## src/rtl/cnt_seq_ctrl.sv

```systemverilog
// Start/stop counter sequencer: counts from 0 up to a latched limit, with
// pause (hold), abort (clear), auto-restart (reload) and a one-cycle done pulse.
module cnt_seq_ctrl #(
   parameter int WIDTH = 4
) (
   input  logic             clk,
   input  logic             rst,
   input  logic             start,
   input  logic             hold,
   input  logic             clear,
   input  logic             reload,
   input  logic [WIDTH-1:0] limit,
   output logic [WIDTH-1:0] cnt,
   output logic [1:0]       state,
   output logic             busy,
   output logic             tc,
   output logic             done
);

   typedef enum logic [1:0] {
      IDLE = 2'b00,
      RUN  = 2'b01,
      HOLD = 2'b10,
      DONE = 2'b11
   } state_e;

   state_e           state_q, state_d;
   logic [WIDTH-1:0] cnt_q, cnt_d;
   logic [WIDTH-1:0] lim_q, lim_d;
   logic             done_q, done_d;

   always_ff @(posedge clk or posedge rst) begin
      if (rst) begin
         state_q <= IDLE;
         cnt_q   <= '0;
         lim_q   <= '0;
         done_q  <= 1'b0;
      end else begin
         state_q <= state_d;
         cnt_q   <= cnt_d;
         lim_q   <= lim_d;
         done_q  <= done_d;
      end
   end

   // clear overrides everything; hold only matters once a sequence is running
   always_comb begin
      state_d = state_q;
      cnt_d   = cnt_q;
      lim_d   = lim_q;
      done_d  = 1'b0;
      if (clear) begin
         state_d = IDLE;
         cnt_d   = '0;
      end else begin
         case (state_q)
            IDLE, DONE: begin
               if (start) begin
                  lim_d   = limit;
                  cnt_d   = '0;
                  state_d = RUN;
               end else begin
                  cnt_d = (state_q == DONE) ? lim_q : '0;
               end
            end
            RUN: begin
               if (hold) begin
                  state_d = HOLD;
               end else if (cnt_q == lim_q) begin
                  done_d = 1'b1;
                  if (reload) begin
                     cnt_d = '0;
                  end else begin
                     state_d = DONE;
                  end
               end else begin
                  cnt_d = cnt_q + 1'b1;
               end
            end
            HOLD: begin
               if (!hold) begin
                  state_d = RUN;
               end
            end
            default: begin
               state_d = IDLE;
               cnt_d   = '0;
            end
         endcase
      end
   end

   assign cnt   = cnt_q;
   assign state = state_q;
   assign done  = done_q;
   assign busy  = (state_q == RUN) || (state_q == HOLD);
   assign tc    = (state_q == RUN) && (cnt_q == lim_q);

endmodule

```

## config.mk

```make
export PLATFORM = sky130hd
export DESIGN_NAME = cnt_seq_ctrl
export DESIGN_NICKNAME = d
export VERILOG_FILES = /design/src/rtl/cnt_seq_ctrl.sv
export SDC_FILE = /design/constraint.sdc
export NUM_CORES = 1
export LEC_CHECK = 0
export ABC_AREA = 1
export BUFFER_PORTS_ARGS = -buffer_cell sky130_fd_sc_hd__buf_2
export CAP_MARGIN = 20
export CORE_ASPECT_RATIO = 1.2
export CORE_MARGIN = 5
export CORE_UTILIZATION = 40
export DETAILED_ROUTE_END_ITERATION = 16
export MAX_ROUTING_LAYER = met4
export SETUP_SLACK_MARGIN = 0.15
export SLEW_MARGIN = 5
export SYNTH_ARGS = -nofsm -noshare
export SYNTH_HDL_FRONTEND = slang
export SYNTH_SLANG_ARGS = --single-unit
```

## constraint.sdc

```tcl
create_clock -name clk -period 2.58 [get_ports clk]
set_clock_uncertainty 0.05 [all_clocks]
set_input_delay 0.387 -clock clk [delete_from_list [all_inputs] [get_ports clk]]
set_output_delay 0.387 -clock clk [all_outputs]
set_load 0.05 [all_outputs]
```

==> impl_metrics.csv, run 1 <==
group,metric,value,unit
synthesis,register_bit_count_reported_by_yosys,11,
routing,drc,0,
setup_path,regToRegSetupSlack,0.93,ns
finish,areaGrowthSynthToFinish,17.1,%
cts,clk_pin_slew,0.07,ns
finish,antenna_cells,0,
power_and_ir_drop,power-per-cell-area,1400,mW/mm2
routing,drt_first_pass_iters,4,
finish,layout_cell_share_with_drive_strength_beyond_1,0.268,
setup_path,worst-endpoint-required,2.14,ns
global_route,grt_pass1_vias,712,
global_route,grt_start_max_net_pins,12,
placed_design,io_buffer_count,18,
cts,cts.repair.resized,0,
global_route,antenna_found_initial,0,
routing,drt-wirelength-per-cell,11.8,um
power_and_ir_drop,p_total,1.27,mW
setup_path,setup.worst_path.class,"flip-flop to primary output",
synthesis,synthesis.instances,106,
cts,post-cts-setup-buffers,0,
die,fp.dieArea,0.00292,mm2
cts,clock-root-buffer,"clkbuf_4",
setup_path,critical_path.reg2reg.endpoint,"state[0]",
die,initial_util,0.419,
synthesis,synth_sequential_area_ratio,0.355,
die,die_height,58.2,um
sta,worst_slew_margin_rel,0.711,
die,std_cell_rows,17,
setup_path,critical_path_arrival,1.59,ns
routing,via_count,723,
setup_path,worst_setup_path_start_kind,"flip-flop",
global_route,global_route.usage.total,0.134,
global_route,grt_overflow,0,
setup_path,worstReg2RegStart,"state[1]",
cts,tritoncts.num_buffers,3,
power_and_ir_drop,worst_ir_drop_on_vdd,0.698,mV
synthesis,synthesis.yosys.warnings,0,
cts,cts_sink_count,11,
cts,clkLatencyLatePin,0.27,ns
sta,worst-slew-pin-transition,0.434,ns
sta,unrepaired_setup_endpoints_after_global_routing,"false",
outcome,outcome,"complete, no violations",
job,max_cap_violations,0,
cts,cts_max_path_buffers,2,
die,core_region_area,0.00185,mm2
placed_design,dpl_hpwl,1380,um
routing,postRouteAntennaNets,0,
sta,report.final.setup_viol,0,
setup_path,worst-path-max-fanout,8,
setup_path,reg2reg_depth,9,
finish,nets,142,
routing,total_detailed_routing_wirelength,1730,um
cts,htreeDepth,1,
sta,timing.final.max_slew_violations,0,
placed_design,final_replace_weighted_congestion,0.824,
finish,fillCellCount,193,
cts,cts_tree,"yes",
global_route,grt_first_pass_wirelength,2930,um
synthesis,postSynthNetCount,120,
sta,layout_min_cycle_time,2.02,ns
min_path,min_path_type,"primary input to async pin",
routing,post_drt_via_cell_ratio,4.95,
routing,detailedRoute.firstIterationViolations,15,
die,die_x,50.2,um
cts,ctsHoldBuffers,0,
synthesis,synthDistinctLibCells,19,
synthesis,synth.avg_cell_area,7.31,um2
power_and_ir_drop,cellLeakagePower,0.506,nW
sta,fmax,494,MHz
sta,hold_violations,0,
sta,finalSetupTns,0,ns
die,pin_count,19,
sta,final.period_utilization,0.785,
synthesis,syn-cell-area,774,um2
setup_path,type_of_destination_of_the_critical_path,"primary output",
-- how the worst max path moves through the flow --
| stage | start | end | slack (ns) | cells past startpoint |
|---|---|---|---|---|
| global placement | state[1] | tc | 0.90 | 5 |
| finish | state[1] | tc | 0.56 | 5 |
| global route | state[1] | tc | 0.43 | 5 |
| detailed placement | state[1] | tc | 0.85 | 5 |
| CTS | state[1] | tc | 0.54 | 5 |
| floorplan | cnt[1] | tc | 0.39 | 6 |
-- synth_stat cells --
cell	number	area [um2]
nor2_4	2	22.5
nand3_1	7	35.0
nand2_4	1	11.3
xor2_1	2	17.5
o21ai_0	4	20.0
inv_1	15	56.3
ha_1	4	50.1
nor2_2	2	12.5
inv_2	4	15.0
nand2_2	3	18.8
nand4_1	1	6.26
nor2_1	5	18.8
nor3_1	1	5.00
buf_4	1	7.51
nand2_1	31	116
a21oi_1	5	25.0
o21ai_4	1	16.3
dfrtp_1	11	275
o31ai_1	6	45.0
-- worst max-delay path, stage by stage (launching register included) --
cell     delay [ns]
dfrtp_1        0.42
inv_1          0.07
ha_1           0.31
inv_2          0.12
nor2_1         0.13
buf_2          0.27
-- flip-flops by register name, summed over array words and instances, names as in the netlist --
register	flops
cnt	4
done	1
lim_q	4
state	2
-- metrics by stage --
| step | worst slack, ns | hold WS, ns | util | area, um2 | cells |
|---|---|---|---|---|---|
| after floorplan | 0.386 | 0.189 | - | 774 | 106 |
| final | 0.556 | 0.0498 | 0.490 | 907 | 146 |
| after CTS | 0.540 | 0.0776 | 0.490 | 907 | 146 |
| after global routing | 0.433 | 0.0966 | 0.490 | 907 | 146 |
| after detailed placement | 0.852 | 0.372 | 0.476 | 881 | 142 |
| after global placement | 0.896 | 0.365 | 0.476 | 881 | 142 |
-- layer usage --
metal  routed length (um)  global-route usage  up-vias  part of all wire
met3                  110              0.0360        2             0.064
li1                     -                   -      378                 -
met2                  835               0.223       23              0.48
met1                  765               0.146      320              0.44
met5                    0                   -        -                 0
met4                   13              0.0674        0            0.0075
-- cell families (layout without fill, tap and decap cells) --
family	after synthesis	after routing	share of synthesized area
compound gates	16	16	0.137
xor+xnor	2	2	0.0226
fa+ha+maj	4	4	0.0646
buf+inv	20	41	0.102
flops	11	11	0.355
simple gates	53	53	0.318
-- cell type report --
type / count / area (um2) / area share
multi-input cells: 75 / 420 / 0.463
clock buffers: 4 / 26.3 / 0.0290
well taps: 19 / 23.8 / 0.0262
flip-flops and latches: 11 / 275 / 0.303
repair buffers: 18 / 90.1 / 0.0993
inverters: 19 / 71.3 / 0.0786
-- cell usage in the layout (no fill, tap or decap) --
| cell type | synthesis | layout |
|---|---|---|
| o21ai_0 | 4 | 4 |
| nand2_1 | 31 | 31 |
| inv_1 | 15 | 15 |
| nand3_1 | 7 | 7 |
| nor2_1 | 5 | 5 |
| xor2_1 | 2 | 2 |
| nor2_2 | 2 | 2 |
| a21oi_1 | 5 | 5 |
| dfrtp_1 | 11 | 11 |
| o21ai_4 | 1 | 1 |
| nand2_2 | 3 | 3 |
| clkbuf_1 | 0 | 1 |
| o31ai_1 | 6 | 6 |
| buf_2 | 0 | 18 |
| clkbuf_4 | 0 | 3 |
| nor3_1 | 1 | 1 |
| nor2_4 | 2 | 2 |
| nand2_4 | 1 | 1 |
| inv_2 | 4 | 4 |
| ha_1 | 4 | 4 |
| nand4_1 | 1 | 1 |
-- where the power goes --
group | switching (mW) | internal, mW | leakage (nW)
combinational | 0.584 | 0.230 | 0.355
sequential | 0.0876 | 0.247 | 0.136
clock | 0.0590 | 0.0599 | 0.0150
total | 0.730 | 0.537 | 0.506
(Power assumes the default switching activity.)
==> run 2, diff against run 1 <==
Clock period 2.58 ns to 2.1 ns, I/O delays scaled along.
==> impl_metrics.csv, run 2 (same netlist as run 1, synthesis figures left out) <==
group,metric,value,unit
setup_path,crit_path_from,"state[0]",
global_route,grt_pass1_vias,708,
die,pin_count,19,
placed_design,dp.cells,142,
sta,layout_min_cycle_time,1.83,ns
finish,layout.cells.most_common,"nand2_1",
routing,drt-wirelength-per-cell,12.1,um
routing,postRouteAntennaNets,0,
setup_path,type_of_destination_of_the_critical_path,"primary output",
routing,drt_first_pass_iters,4,
placed_design,final_replace_weighted_congestion,0.804,
sta,report.final.setup_viol,0,
min_path,worstHoldStart,"hold",
finish,antenna_cells,0,
sta,unrepaired_setup_endpoints_after_global_routing,"false",
outcome,outcome,"complete, no violations",
sta,finalSetupTns,0,ns
cts,cts_tree,"yes",
sta,hold_violations,0,
cts,clk_pin_slew,0.08,ns
routing,detailedRoute.firstIterationViolations,16,
placed_design,io_buffer_count,18,
global_route,antenna_found_initial,0,
setup_path,worst-path-max-fanout,5,
cts,tritoncts.num_buffers,3,
routing,via_count,722,
sta,worst_slew_margin_rel,0.707,
finish,fillCellCount,199,
finish,nets,143,
routing,drc,0,
global_route,global_route.usage.total,0.144,
power_and_ir_drop,power-per-cell-area,1710,mW/mm2
routing,post_drt_via_cell_ratio,4.91,
setup_path,worst_setup_path_start_kind,"flip-flop",
cts,clkLatencyLatePin,0.28,ns
job,max_cap_violations,0,
setup_path,worst_setup_path_endpoint,"busy",
sta,worst-slew-pin-transition,0.439,ns
placed_design,dpl_hpwl,1410,um
finish,layout_cell_share_with_drive_strength_beyond_1,0.297,
power_and_ir_drop,cellLeakagePower,0.505,nW
die,die_height,58.2,um
die,die_x,50.2,um
die,core_region_area,0.00185,mm2
setup_path,worst-endpoint-required,1.74,ns
setup_path,worstReg2RegStart,"state[1]",
setup_path,setup.worst_path.class,"flip-flop to primary output",
cts,cts_sink_count,11,
die,std_cell_rows,17,
die,initial_util,0.419,
global_route,grt_start_max_net_pins,12,
die,fp.dieArea,0.00292,mm2
setup_path,critical_path_arrival,1.47,ns
sta,timing.final.max_slew_violations,0,
sta,final.period_utilization,0.872,
routing,total_detailed_routing_wirelength,1780,um
global_route,grt_first_pass_wirelength,3130,um
cts,clock-root-buffer,"clkbuf_4",
sta,fmax,546,MHz
setup_path,reg2reg_depth,9,
setup_path,regToRegSetupSlack,0.56,ns
finish,areaGrowthSynthToFinish,19.7,%
setup_path,critical_path.reg2reg.endpoint,"state[1]",
finish,layout.cells.non_filler,147,
global_route,grt_overflow,0,
finish,most-common-layout-cells,"nand2_1 (31), buf_2 (17), inv_1 (15), dfrtp_1 (9), nand3_1 (7)",
cts,htreeDepth,1,
cts,cts_max_path_buffers,2,
power_and_ir_drop,worst_ir_drop_on_vdd,0.934,mV
min_path,min_path_type,"primary input to flip-flop",
## run 2: changes by cell type in the layout (fill, tap and decap cells not counted)
cell           delta
dlygate4sd3_1     +1
ha_1              -1
dfrtp_1           -2
buf_2             -1
dfrtp_2           +2
ha_2              +1
nor2_1            -1
nor2_2            +1
clkbuf_4          +1
## run 2: layer usage
metal	vias to the layer above	wire, um	track usage
met1	319	797	0.172
met5	-	0	-
met4	0	39	0.0749
met3	5	89	0.0360
met2	19	851	0.221
li1	379	-	-
## run 2: timing repair
action	in CTS	in global routing
hold buffers	1	0
gates resized for setup	0	4
buffers inserted	0	0
hold endpoints to repair	8	0
setup endpoints to repair	0	1
## run 2: critical path: stages, from the launching register on
cell	delay, ns
dfrtp_1	0.43
inv_1	0.06
ha_1	0.33
inv_1	0.09
buf_2	0.26
## run 2: per-stage QoR
step / hold slack, ns / util / power, mW / cell area (um2) / setup slack, ns
2_1_floorplan: 0.117 / - / 1.22 / 777 / 0.159
3_3_place_gp: 0.292 / 0.477 / 1.42 / 883 / 0.495
3_5_place_dp: 0.294 / 0.477 / 1.43 / 883 / 0.457
4_1_cts: 0.218 / 0.497 / 1.59 / 920 / 0.154
5_1_grt: 0.241 / 0.501 / 1.73 / 927 / 0.157
6_report: 0.213 / 0.501 / 1.59 / 927 / 0.269
## run 2: worst min path at each step
stage               end  slack [ns]  depth (start not counted)
2_1_floorplan    cnt[0]        0.12                          1
3_3_place_gp   lim_q[1]        0.29                          2
3_5_place_dp   lim_q[1]        0.29                          2
4_1_cts            done        0.22                          2
5_1_grt            done        0.24                          2
6_report           done        0.21                          2
## run 2: area by class of cell
class                           instances  area (um2)  area share
Tap cell                               19        23.8      0.0256
Multi-Input combinational cell         75         425       0.459
Timing Repair Buffer                   19         103       0.111
Clock buffer                            4        26.3      0.0283
Sequential cell                        11         278       0.300
Inverter                               19        71.3      0.0769
## run 2: power breakdown
part	leakage [nW]	total, mW	switching, mW	internal [mW]
clock network	0.0150	0.156	0.0826	0.0738
registers	0.133	0.415	0.107	0.307
logic	0.357	1.02	0.726	0.291
==> run 3, diff against run 2 <==
Settings changed: CELL_PAD_IN_SITES_DETAIL_PLACEMENT set to 1, CELL_PAD_IN_SITES_GLOBAL_PLACEMENT set to 2, CORE_UTILIZATION 40 to 28, PLACE_DENSITY_LB_ADDON set to 0.1.
==> impl_metrics.csv, run 3 (same netlist as run 1, synthesis figures left out) <==
group,metric,value,unit
setup_path,reg2reg_depth,7,
finish,layout.cells.most_common,"nand2_1",
finish,fillCellCount,360,
power_and_ir_drop,comb_power_share,0.644,
setup_path,worst_setup_path_start_kind,"flip-flop",
routing,drc,0,
power_and_ir_drop,cellLeakagePower,0.503,nW
die,initial_util,0.283,
placed_design,dpl-instance-area,902,um2
sta,final.hold.worst_slack,-0.0166,ns
global_route,grt_first_pass_wirelength,3440,um
outcome,outcome,"complete, but fails checks",
die,core_region_area,0.00273,mm2
job,max_cap_violations,0,
sta,finalSetupTns,0,ns
outcome,violations,"negative hold slack",
placed_design,dp.cells,157,
setup_path,worst_path_largest_cell_delay,0.47,ns
sta,hold_violations,11,
cts,cts_sink_count,11,
cts,cts_tree,"yes",
sta,layout_min_cycle_time,1.88,ns
min_path,min_path_type,"primary input to async pin",
power_and_ir_drop,internal_power,681,uW
die,std_cell_rows,21,
finish,layout_cell_share_with_drive_strength_beyond_1,0.299,
sta,unrepaired_setup_endpoints_after_global_routing,"false",
sta,fmax,533,MHz
cts,clock-root-buffer,"clkbuf_4",
die,fp.dieArea,0.00392,mm2
finish,antenna_cells,0,
die,pin_count,19,
finish,most-common-layout-cells,"nand2_1 (31), buf_2 (17), inv_1 (15), dfrtp_1 (9), nand3_1 (7)",
cts,ctsHoldBuffers,0,
power_and_ir_drop,power.switching,937,uW
finish,nets,142,
sta,final.period_utilization,0.894,
cts,cts_max_path_buffers,2,
setup_path,worstPathCellList,"inv_1 -> ha_1 -> inv_1 -> buf_2",
setup_path,worst-endpoint-required,1.74,ns
cts,htreeDepth,1,
routing,postRouteAntennaNets,0,
routing,total_detailed_routing_wirelength,2130,um
global_route,global_route.usage.total,0.124,
power_and_ir_drop,p_total,1.62,mW
placed_design,io_buffer_count,18,
setup_path,worst-path-max-fanout,5,
setup_path,worstReg2RegStart,"state[0]",
setup_path,critPathBufInv,3,
routing,drt_first_pass_iters,3,
sta,timing.final.max_slew_violations,0,
placed_design,final_replace_weighted_congestion,0.731,
routing,drt-wirelength-per-cell,13.2,um
setup_path,regToRegSetupSlack,0.50,ns
global_route,grt_overflow,0,
finish,areaGrowthSynthToFinish,22.1,%
sta,worst-slew-pin-transition,0.487,ns
power_and_ir_drop,clock_power_share,0.097,
setup_path,critical_path.reg2reg.endpoint,"cnt[0]",
cts,post-cts-setup-buffers,0,
global_route,antenna_found_initial,0,
setup_path,crit_top_cell,"inv_1",
power_and_ir_drop,power.share.sequential,0.258,
routing,post_drt_via_cell_ratio,4.52,
sta,worst_slew_margin_rel,0.675,
routing,via_count,727,
power_and_ir_drop,worst_ir_drop_on_vdd,0.948,mV
placed_design,dpl_hpwl,1650,um
power_and_ir_drop,power-per-cell-area,1710,mW/mm2
finish,final_area,946,um2
cts,clk_pin_slew,0.08,ns
cts,clkLatencyLatePin,0.28,ns
setup_path,critPathTopFamily,"flip-flops",
setup_path,critical_path_arrival,1.51,ns
setup_path,type_of_destination_of_the_critical_path,"primary output",
setup_path,setup.worst_path.class,"flip-flop to primary output",
finish,layout.cells.non_filler,161,
die,die_height,67.6,um
global_route,grt_start_max_net_pins,12,
power_and_ir_drop,sw_frac_of_total,0.579,
cts,tritoncts.num_buffers,3,
setup_path,crit_path_top_delay_cell,"dfrtp_1",
routing,detailedRoute.firstIterationViolations,13,
die,die_x,58.0,um
sta,report.final.setup_viol,0,
global_route,grt_pass1_vias,746,
run 3: cell types whose count changed in the layout (fill, tap and decap cells not counted), sizes merged:
| cell | delta |
|---|---|
| dlygate4sd3 | -1 |
run 3: how the worst max path moves through the flow:
stage / start / endpoint / slack (ns) / depth (start not counted)
2_1_floorplan: state[0] / state[0] / 0.16 / 8
4_1_cts: cnt[1] / tc / 0.18 / 7
3_3_place_gp: state[1] / tc / 0.47 / 5
6_report: state[0] / busy / 0.22 / 4
3_5_place_dp: state[1] / tc / 0.42 / 5
5_1_grt: state[0] / busy / 0.16 / 4
run 3: timing repair:
action                     CTS  global route
setup endpoints to repair    1             1
hold endpoints to repair     0             0
pin swaps                    0             0
resized for setup            1             4
run 3: metrics by stage:
stage / util / setup WS [ns]
detailed placement: 0.330 / 0.420
finish: 0.346 / 0.222
global placement: 0.330 / 0.466
CTS: 0.341 / 0.178
floorplan: - / 0.159
global route: 0.346 / 0.155
run 3: power groups by stage:
| stage | sequential (mW) | clock [mW] | combinational (mW) |
|---|---|---|---|
| final | 0.418 | 0.157 | 1.04 |
| after global routing | 0.435 | 0.170 | 1.17 |
| after CTS | 0.411 | 0.160 | 1.04 |
| after detailed placement | 0.416 | 0 | 1.03 |
| after global placement | 0.410 | 0 | 1.03 |
| after floorplan | 0.593 | 0 | 0.622 |
run 3: per-layer routing:
layer	global-route usage	vias up	wire length, um
met5	-	-	0
met4	0.0522	0	42
met3	0.0229	5	69
met2	0.201	12	1010
met1	0.150	333	1000
li1	-	377	-
run 3: final cells by class:
class,instances,area [um2],share of cell area
Multi-Input combinational cell,75,435,0.460
Sequential cell,11,278,0.294
Timing Repair Buffer,18,92.6,0.0979
Inverter,19,71.3,0.0754
Tap cell,34,42.5,0.0450
Clock buffer,4,26.3,0.0278
